[config.mk]
export PLATFORM = sky130hd
export DESIGN_NAME = otp_ram_responder
export DESIGN_NICKNAME = d
export VERILOG_FILES = /design/src/rtl/otp_ram_responder_pkg.sv /design/src/rtl/otp_wq_fifo.sv /design/src/rtl/otp_ram_responder.sv
export SDC_FILE = /design/constraint.sdc
export NUM_CORES = 2
export LEC_CHECK = 0
export BUFFER_PORTS_ARGS = -buffer_cell sky130_fd_sc_hd__buf_2
export CORE_MARGIN = 4
export CORE_UTILIZATION = 23
export DETAILED_ROUTE_END_ITERATION = 10
export PLACE_DENSITY = 0.45
export RECOVER_POWER = 100
export SYNTH_ARGS = -nofsm -noshare
export SYNTH_HDL_FRONTEND = slang
export SYNTH_SLANG_ARGS = --single-unit
[constraint.sdc]
create_clock -name clk -period 4.45 [get_ports clk]
set_input_delay 0.445 -clock clk [delete_from_list [all_inputs] [get_ports clk]]
set_output_delay 0.445 -clock clk [all_outputs]
set_load 0.05 [all_outputs]
[src/rtl/otp_ram_responder_pkg.sv]
// rtl/otp_ram_responder_pkg.sv - shared widths, FSM encoding and status layout for the OTP responder
package otp_ram_responder_pkg;

    localparam int BUS_WIDTH  = 32;
    localparam int DATA_WIDTH = 32;
    localparam int STRB_WIDTH = DATA_WIDTH / 8;

    localparam logic [BUS_WIDTH-1:0] STATUS_ADDR_DEFAULT = 32'h0000_0FFC;

    // Overflow and lock positions depend on the queue depth and are derived in the top.
    localparam int STATUS_BUSY_BIT  = 0;
    localparam int STATUS_COUNT_LSB = 1;

    typedef enum logic [1:0] {
        ST_IDLE   = 2'd0,
        ST_PROG   = 2'd1,
        ST_COMMIT = 2'd2
    } prog_state_e;

    function automatic logic [DATA_WIDTH-1:0] byte_mask(input logic [STRB_WIDTH-1:0] wen);
        logic [DATA_WIDTH-1:0] m;
        m = '0;
        for (int i = 0; i < STRB_WIDTH; i++) begin
            m[8*i +: 8] = {8{wen[i]}};
        end
        return m;
    endfunction

endpackage

[src/rtl/otp_wq_fifo.sv]
// rtl/otp_wq_fifo.sv - synchronous write-queue FIFO; a push while full is accepted only alongside a pop
module otp_wq_fifo #(
    parameter int WIDTH      = 38,
    parameter int DEPTH_LOG2 = 2
) (
    input  logic                  clk,
    input  logic                  resetn,
    input  logic                  push,
    input  logic [WIDTH-1:0]      wdata,
    input  logic                  pop,
    output logic [WIDTH-1:0]      rdata,
    output logic                  full,
    output logic                  empty,
    output logic [DEPTH_LOG2:0]   count
);

    localparam int DEPTH = 1 << DEPTH_LOG2;
    localparam int CW    = DEPTH_LOG2 + 1;

    logic [WIDTH-1:0]      mem [DEPTH];
    logic [DEPTH_LOG2-1:0] wr_ptr;
    logic [DEPTH_LOG2-1:0] rd_ptr;
    logic                  do_push;
    logic                  do_pop;

    assign empty   = (count == '0);
    assign full    = (count == CW'(DEPTH));
    assign do_pop  = pop && !empty;
    assign do_push = push && (!full || do_pop);
    assign rdata   = mem[rd_ptr];

    always_ff @(posedge clk or negedge resetn) begin
        if (!resetn) begin
            wr_ptr <= '0;
            rd_ptr <= '0;
            count  <= '0;
        end else begin
            if (do_push) wr_ptr <= wr_ptr + DEPTH_LOG2'(1);
            if (do_pop)  rd_ptr <= rd_ptr + DEPTH_LOG2'(1);
            if (do_push && !do_pop)      count <= count + CW'(1);
            else if (do_pop && !do_push) count <= count - CW'(1);
        end
    end

    always_ff @(posedge clk) begin
        if (do_push) mem[wr_ptr] <= wdata;
    end

endmodule

[src/rtl/otp_ram_responder.sv]
// rtl/otp_ram_responder.sv - RAM-bus slave modelling set-only OTP cells with a queued multi-cycle program engine
module otp_ram_responder
    import otp_ram_responder_pkg::*;
#(
    parameter int                   DEPTH_LOG2  = 6,
    parameter int                   PROG_CYCLES = 8,
    parameter int                   QDEPTH_LOG2 = 2,
    parameter logic [BUS_WIDTH-1:0] STATUS_ADDR = STATUS_ADDR_DEFAULT
) (
    input  logic                  clk,
    input  logic                  resetn,
    input  logic [BUS_WIDTH-1:0]  s_ram_raddr,
    output logic [DATA_WIDTH-1:0] s_ram_rdata,
    input  logic                  s_ram_ren,
    input  logic [BUS_WIDTH-1:0]  s_ram_waddr,
    input  logic [DATA_WIDTH-1:0] s_ram_wdata,
    input  logic [STRB_WIDTH-1:0] s_ram_wen,
    output logic                  secure_debug_enable
);

    localparam int WORDS    = 1 << DEPTH_LOG2;
    localparam int QCW      = QDEPTH_LOG2 + 1;
    localparam int OVF_BIT  = QDEPTH_LOG2 + 2;
    localparam int LOCK_BIT = QDEPTH_LOG2 + 3;
    localparam int CNT_W    = $clog2(PROG_CYCLES);

    typedef struct packed {
        logic [DEPTH_LOG2-1:0] addr;
        logic [DATA_WIDTH-1:0] data;
    } wq_entry_t;

    logic [DATA_WIDTH-1:0] cells [WORDS];
    prog_state_e           state, state_n;
    logic [CNT_W-1:0]      cnt, cnt_n;
    logic                  lock;
    logic                  overflow;

    logic                  wr_any, wr_status, wr_array, push_acc;
    logic                  q_pop, q_full, q_empty;
    logic [QCW-1:0]        q_count;
    wq_entry_t             q_in, q_head;
    logic [DATA_WIDTH-1:0] status_word;

    assign wr_any    = |s_ram_wen;
    assign wr_status = wr_any && (s_ram_waddr == STATUS_ADDR);
    assign wr_array  = wr_any && !wr_status && !lock;
    assign q_pop     = (state == ST_COMMIT);
    assign push_acc  = wr_array && (!q_full || q_pop);

    assign q_in.addr = s_ram_waddr[DEPTH_LOG2+1:2];
    assign q_in.data = s_ram_wdata & byte_mask(s_ram_wen);

    otp_wq_fifo #(
        .WIDTH      ($bits(wq_entry_t)),
        .DEPTH_LOG2 (QDEPTH_LOG2)
    ) u_wq (
        .clk    (clk),
        .resetn (resetn),
        .push   (wr_array),
        .wdata  (q_in),
        .pop    (q_pop),
        .rdata  (q_head),
        .full   (q_full),
        .empty  (q_empty),
        .count  (q_count)
    );

    always_ff @(posedge clk or negedge resetn) begin
        if (!resetn) begin
            state    <= ST_IDLE;
            cnt      <= '0;
            lock     <= 1'b0;
            overflow <= 1'b0;
        end else begin
            state <= state_n;
            cnt   <= cnt_n;
            if (wr_status && s_ram_wen[0] && s_ram_wdata[0]) lock <= 1'b1;
            if (wr_array && q_full && !q_pop) overflow <= 1'b1;
        end
    end

    // The next word may arrive in the COMMIT cycle itself, so the accepted push keeps the engine running.
    always_comb begin
        state_n = state;
        cnt_n   = cnt;
        case (state)
            ST_IDLE: begin
                if (!q_empty) begin
                    state_n = ST_PROG;
                    cnt_n   = CNT_W'(PROG_CYCLES - 1);
                end
            end
            ST_PROG: begin
                if (cnt == '0) state_n = ST_COMMIT;
                else           cnt_n   = cnt - CNT_W'(1);
            end
            ST_COMMIT: begin
                if ((q_count > QCW'(1)) || push_acc) begin
                    state_n = ST_PROG;
                    cnt_n   = CNT_W'(PROG_CYCLES - 1);
                end else begin
                    state_n = ST_IDLE;
                end
            end
            default: state_n = ST_IDLE;
        endcase
    end

    always_ff @(posedge clk or negedge resetn) begin
        if (!resetn) begin
            for (int i = 0; i < WORDS; i++) cells[i] <= '0;
        end else if (state == ST_COMMIT) begin
            cells[q_head.addr] <= cells[q_head.addr] | q_head.data;
        end
    end

    always_comb begin
        status_word                          = '0;
        status_word[STATUS_BUSY_BIT]         = (state != ST_IDLE);
        status_word[STATUS_COUNT_LSB +: QCW] = q_count;
        status_word[OVF_BIT]                 = overflow;
        status_word[LOCK_BIT]                = lock;
    end

    always_ff @(posedge clk or negedge resetn) begin
        if (!resetn) begin
            s_ram_rdata <= '0;
        end else if (s_ram_ren) begin
            s_ram_rdata <= (s_ram_raddr == STATUS_ADDR) ? status_word
                                                        : cells[s_ram_raddr[DEPTH_LOG2+1:2]];
        end
    end

    assign secure_debug_enable = cells[0][0];

endmodule

Word level (Yosys, flattened, before mapping)
Memory sizes are Yosys's and may differ from the RTL's.
Cells that the tools add are included.
- bitwise gates (word level): 4
- reduce and logical (&&, ||, !) cells: 32
- add/sub/neg operators: 5
- $lt $le $gt $ge: 4
- muxes and demuxes: 22
- equal/unequal tests: 9
- operators by type and width (cell ; number):
    $bwmux 2048 ; 1
    $bmux 32 s6 ; 2
    $demux 32 s6 ; 1
    $mux 32 ; 6
    $eq 32x12->1 const B ; 2
    $and 32x32->32 ; 1
    $or 32x32->32 ; 1
    $mux 3 ; 5
    $ge 7x7->1 const B ; 2
    $not 6->7 ; 2
    $logic_and 1x1->1 ; 13
    $pmux 3 s3 ; 1
    $logic_not 1->1 ; 7
    $lt 7x1->1 const B ; 1
    $logic_not 3->1 ; 2
    $ne 2x2->1 const B ; 3
    $pmux 2 s3 ; 1
    $sub 3x1->3 const B ; 2
    $add 2x1->2 const B ; 2
    $mux 2 ; 2
    $reduce_and 4->1 ; 1
    $reduce_bool 2->1 ; 2
    $reduce_or 4->1 ; 1
    $add 3x1->3 const B ; 1
    10 further kinds ; 14
- output and inout port bits: 33
- input port bits: 103
- memories kept: 1
- bits in registers: 2094
- logic and storage cells: 149
- memory bits (writable): 152
- memory list (name ; words ; width ; rd ports ; clocked after Yosys merged registers in ; write ports ; RTL line ; source):
    u_wq.mem ; 4 ; 38 ; 1 ; 0 ; 1 ; otp_wq_fifo.sv:20 ; logic [WIDTH-1:0] mem [DEPTH];

Longest topological paths before layout
- depth in word-level cells: 10
- depth in mapped cells: 16
- depth with buffers taken out: 8

Hierarchy
Synthesis repeated with hierarchy kept, for this count alone.
- cell total of the unflattened synthesis: 10739
- area total of the unflattened synthesis: 114841.4 um^2
- by module, submodules not included (module ; instances ; area an instance (um^2) ; cells an instance ; seq. area each (um^2)):
    otp_ram_responder ; 1 ; 108881.9 ; 10505 ; 52225.1
    otp_wq_fifo ; 1 ; 5959.5 ; 234 ; 4739.5

Worst setup path after synthesis
Ideal clock, no wire load.
- path kind: input to register
- from: input port s_ram_raddr[2]
- to: register s_ram_rdata[14]
- cell stages on the path: 11
- library setup time: 135 ps
- arrival: 3464 ps
- slack: 852 ps
- cell sequence: buf_2 clkbuf_1 buf_2 clkbuf_1 buf_1 mux4_2 mux4_2 mux2i_1 nor2_1 a21oi_1 o22ai_1
- word-level cells in the longest chain between the ends: 5
- elaborated cells between the ends (all ways): 6
- RTL lines (element ; RTL line ; source):
    start: declaration ; otp_ram_responder.sv:12 ; input logic [BUS_WIDTH-1:0] s_ram_raddr,
    $not 6->7 (implied by the code) ; otp_ram_responder.sv:130 ; : cells[s_ram_raddr[DEPTH_LOG2+1:2]];
    $bmux 32 s6 ; otp_ram_responder.sv:130 ;
    $mux 32 (implied by the code) (2 in a row) ; otp_ram_responder.sv:130 ;
    $mux 32 * ; otp_ram_responder.sv:129 ; s_ram_rdata <= (s_ram_raddr == STATUS_ADDR) ? status_word
    end signal: assignment ; otp_ram_responder.sv:129 ;
    end: declaration ; otp_ram_responder.sv:13 ; output logic [DATA_WIDTH-1:0] s_ram_rdata,
Mark *: on every way between the ends. The rest lies on a longest branch, timed or not. The select of a mux whose other input is x is not followed.
A chain may end at the register's enable or synchronous reset.

Worst setup path after layout
- from: register u_wq.rd_ptr[0]
- to: register cells[1578] in the netlist's numbering
- word-level cells in the longest chain between the ends: 7
- elaborated cells between the ends (all ways): 12
- RTL lines (element ; RTL line ; source):
    start: declaration ; otp_wq_fifo.sv:22 ; logic [DEPTH_LOG2-1:0] rd_ptr;
    start signal: assignment ; otp_wq_fifo.sv:39 ; if (do_pop) rd_ptr <= rd_ptr + DEPTH_LOG2'(1);
    $mem_v2 4x38 * ; -- ;
    $not 6->7 (implied by the code) ; otp_ram_responder.sv:113 ; cells[q_head.addr] <= cells[q_head.addr] | q_head.data;
    $ge 7x7->1 (implied by the code), or another cell as far along ; otp_ram_responder.sv:113 ;
    $logic_and 1x1->1 (implied by the code) / $mux 32 (equally long branches) ; otp_ram_responder.sv:113 ;
    $mux 32 (implied by the code) ; otp_ram_responder.sv:113 ;
    $demux 32 s6 / $or 32x32->32 (equally long branches) ; otp_ram_responder.sv:113 ;
    $bwmux 2048 * ; otp_ram_responder.sv:113 ;
    end signal: indexed assignment ; otp_ram_responder.sv:113 ;
    end: declaration ; otp_ram_responder.sv:32 ; logic [DATA_WIDTH-1:0] cells [WORDS];
Marks and branches as above.

==> results.toml <==
[synth]
async_reset_ff_frac = 0.932
synth_top_area_cell = "dfrtp_1"
synthesis.nets = 10455
syn_inst = 10341
synth.top_cell.area_share = 0.460
yosys_warnings = 0
ys_types = 98
synth_area_leaders = "dfrtp_1 (46%), mux4_2 (16%), a21oi_1 (7.7%), nor2_1 (7.2%), edfxtp_1 (4.0%)"
synth-main-ff-cell = "dfrtp_1"
synth_edf_count = 152
yosysSeqAreaShare = 0.500
synth.avg_cell_area_um2 = 11.0
synth.ff_latch_count = 2246
syn-cell-area_um2 = 114000

[power]
p_per_area_nw_per_um2 = 333
power_leakage_nw = 55.9
ir_worst_vdd_uv = 245

[routing]
postRouteAntennaNets = 0
avgRoutedWirePerCell_um = 32.2
num_vias = 93920
viasPerCell = 5.49
drcViolationCount = 0
drt-initial-drc-count = 12295
dr.pass1.iters = 6
drt_wl_total_um = 551000

[layout]
layout-drive-gt1-share = 0.210
final_area_um2 = 135000
area_delta_synth_final_pct = 18.5
final_cells = 17116
fin_nets = 10518
nFillCells = 51411
regArea_um2 = 57000
utilization = 0.273
multi_input_comb_area_um2 = 52600

[worst_setup_path]
r2r_slack_ps = -20
worstSetupEndpointType = "flip-flop"
cp.required_ps = 5190
worstPathArrival_ps = 5210
crit_path_top_delay_cell = "mux4_4"
crit_path_cell_trace = "mux4_4, buf_12, buf_4, buf_12, nand2_1, buf_4, o22ai_1, o31ai_1, nand4_1, clkbuf_1, a211oi_1, buf_4, a21oi_1"
start_kind = "flip-flop"
crit_buf_inv = 6
crit_top_cell = "buf_4"
crit_fanout = 25
r2r-end = "cells[1578]"
max_stage_delay_ps = 660
crit_type = "flip-flop to flip-flop"
reg2regPathDepth = 13
r2r-start = "u_wq.rd_ptr[0]"
worst_path_dominant_cell_family = "buffers and inverters"

[status]
violations = "max-capacitance violations, max-slew violations, negative setup slack"
outcome = "finished, violations left"

[grt]
grt_antenna_before_repair = 39
grt_start_max_net_pins = 142
grt_pass1_vias = 90230
grt_use_total = 0.211
grt_pass1_wl_um = 764000
grt_overflow_total = 0

[place]
place_area_um2 = 127000
dp.cells = 16591
place_congestion = 0.876
port_buffers = 135
dp_hpwl_um = 352000

[timing]
setup_viol = 6
hold_viol_final = 0
worst_slew_pin_slew_ps = 3090
max_freq_ghz = 0.224
whs_ps = 113
timing.final.crit_share = 1.00
skew_ps = 61.9
fin_crit_ps = 4470
finalWorstSetupSlack_ps = -22.2
finalMaxSlewViolations = 228
max_slew_margin = -1.06

[floorplan]
die-area_um2 = 506000
die_y_um = 712
coreArea_um2 = 494000
rows = 258
io_pins = 136
dieWidth_um = 712
initial_core_util = 0.231

[flow_run]
drv_cap = 8

[clock_network]
clock_latency_ps = 940
clkSlewWorstSetupHoldPaths_ps = 60
root_buffer = "clkbuf_16"
clk_path_buf_depth = 4
cts_made_buffers = 266
cts_sinks = 2246
cts_tree = "built"
htree_levels = 5

[min_path]
hold_depth = 6
hold_path_end = "lock"
hp-start = "s_ram_waddr[12]"
worstHoldPathType = "input port to flip-flop"
[area by class of cell]
cell class / instances / area share
sequential: 2246 / 0.422
multi-input combinational: 6987 / 0.390
timing repair buffer: 858 / 0.0608
tap: 6500 / 0.0603
clock buffer: 392 / 0.0580
clock inverter: 76 / 0.00719
inverter: 45 / 0.00125
antenna: 12 / 0.000223
[power by group]
| group | internal [W] | leakage [nW] | switching, W |
|---|---|---|---|
| clock network | 0.0130 | 4.32 | 0.00962 |
| logic | 0.000486 | 21.5 | 0.00109 |
| registers | 0.0206 | 30.1 | 0.00000850 |
[cell families (layout without fill, tap and decap cells)]
| group | Yosys count | count (layout) | synth area share |
|---|---|---|---|
| buf+inv | 1109 | 1371 | 0.0433 |
| flops | 2246 | 2246 | 0.500 |
| compound gates | 3086 | 3086 | 0.164 |
| mux | 1204 | 1204 | 0.194 |
| fa+ha+maj | 11 | 11 | 0.00121 |
| simple gates | 2679 | 2680 | 0.0967 |
| other cells | 0 | 12 | 0 |
| xor+xnor | 6 | 6 | 0.000462 |
[synthesized netlist by cell type, types with 24 or more instances]
library cell / count
nor2_1: 2199
dfrtp_1: 2094
a21oi_1: 1744
mux4_2: 786
clkbuf_1: 508
a31oi_1: 447
buf_2: 412
mux2i_1: 242
a221oi_1: 227
mux2_2: 174
nand2_1: 169
edfxtp_1: 152
a22oi_1: 140
o21ai_0: 103
buf_1: 102
o22ai_1: 81
a22o_1: 47
and2_1: 46
o2bb2ai_1: 45
a221o_1: 44
inv_1: 44
nand3_1: 40
a211oi_1: 33
nor3_1: 31
o211ai_1: 27
and3_1: 25
buf_6: 24
[per-layer routing]
metal  track usage  vias up  part of all wire
li1              -    38558                 -
met1         0.294    49207              0.43
met2         0.309     4997              0.42
met3        0.0510     1140             0.097
met4        0.0892       18             0.051
met5             0        -           0.00024
[registers in the layout (all words and copies together) (netlist names)]
signal,count
s_ram_rdata,32
u_wq.mem,152
secure_debug_enable,1
u_wq.rd_ptr,2
lock,1
u_wq.wr_ptr,2
overflow,1
u_wq.count,3
state,2
cells,2047
cnt,3
[timing repair]
action | 4_1_cts | 5_1_grt
buffers inserted | 0 | 1
endpoints found under the hold margin | 222 | 0
gates resized for setup | 0 | 3
endpoints found under the setup margin | 0 | 82
hold buffers | 43 | 0
[through the flow]
step / total power, W / worst slack, ps / setup TNS [ps]
after floorplan: 0.0217 / 852 / 0
after global placement: 0.0226 / 155 / 0
after detailed placement: 0.0226 / 117 / 0
after CTS: 0.0452 / 91.6 / 0
after global routing: 0.0461 / -12.1 / -26.4
final: 0.0449 / -22.2 / -60.2
[how the worst max path moves through the flow]
| stage | startpoint | end | slack, ps | cells past startpoint |
|---|---|---|---|---|
| 2_1_floorplan | s_ram_raddr[2] | s_ram_rdata[14] | 850 | 11 |
| 3_3_place_gp | u_wq.rd_ptr[0] | cells[1325] | 160 | 12 |
| 3_5_place_dp | u_wq.rd_ptr[0] | cells[1357] | 120 | 12 |
| 4_1_cts | u_wq.rd_ptr[0] | cells[1357] | 90 | 12 |
| 5_1_grt | u_wq.rd_ptr[0] | cells[1762] | -10 | 10 |
| 6_report | u_wq.rd_ptr[0] | cells[1578] | -20 | 13 |
[cells in the final DEF (no fill, tap or decap), types with 27 or more instances in the layout]
| cell | n |
|---|---|
| a211oi_1 | 33 |
| a21oi_1 | 1744 |
| a221o_1 | 44 |
| a221oi_1 | 227 |
| a22o_1 | 47 |
| a22oi_1 | 140 |
| a31oi_1 | 447 |
| and2_0 | 33 |
| buf_12 | 181 |
| buf_2 | 87 |
| buf_4 | 348 |
| clkbuf_1 | 154 |
| clkbuf_16 | 273 |
| clkbuf_2 | 52 |
| clkbuf_4 | 43 |
| clkbuf_8 | 54 |
| clkinv_2 | 32 |
| dfrtp_1 | 2092 |
| dlygate4sd3_1 | 43 |
| edfxtp_1 | 152 |
| inv_1 | 44 |
| mux2_2 | 171 |
| mux2i_1 | 242 |
| mux4_2 | 783 |
| nand2_1 | 166 |
| nand3_1 | 39 |
| nor2_1 | 2159 |
| nor2_4 | 52 |
| nor3_1 | 28 |
| o211ai_1 | 27 |
| o21ai_0 | 103 |
| o22ai_1 | 81 |
| o2bb2ai_1 | 45 |
[worst min-delay path, stage by stage]
cell,delay [ps]
buf_2,70
or4_1,90
nor4_1,90
clkbuf_1,150
nand2_1,80
nand2_1,50
Note: power is estimated with default switching activity, not from simulation.
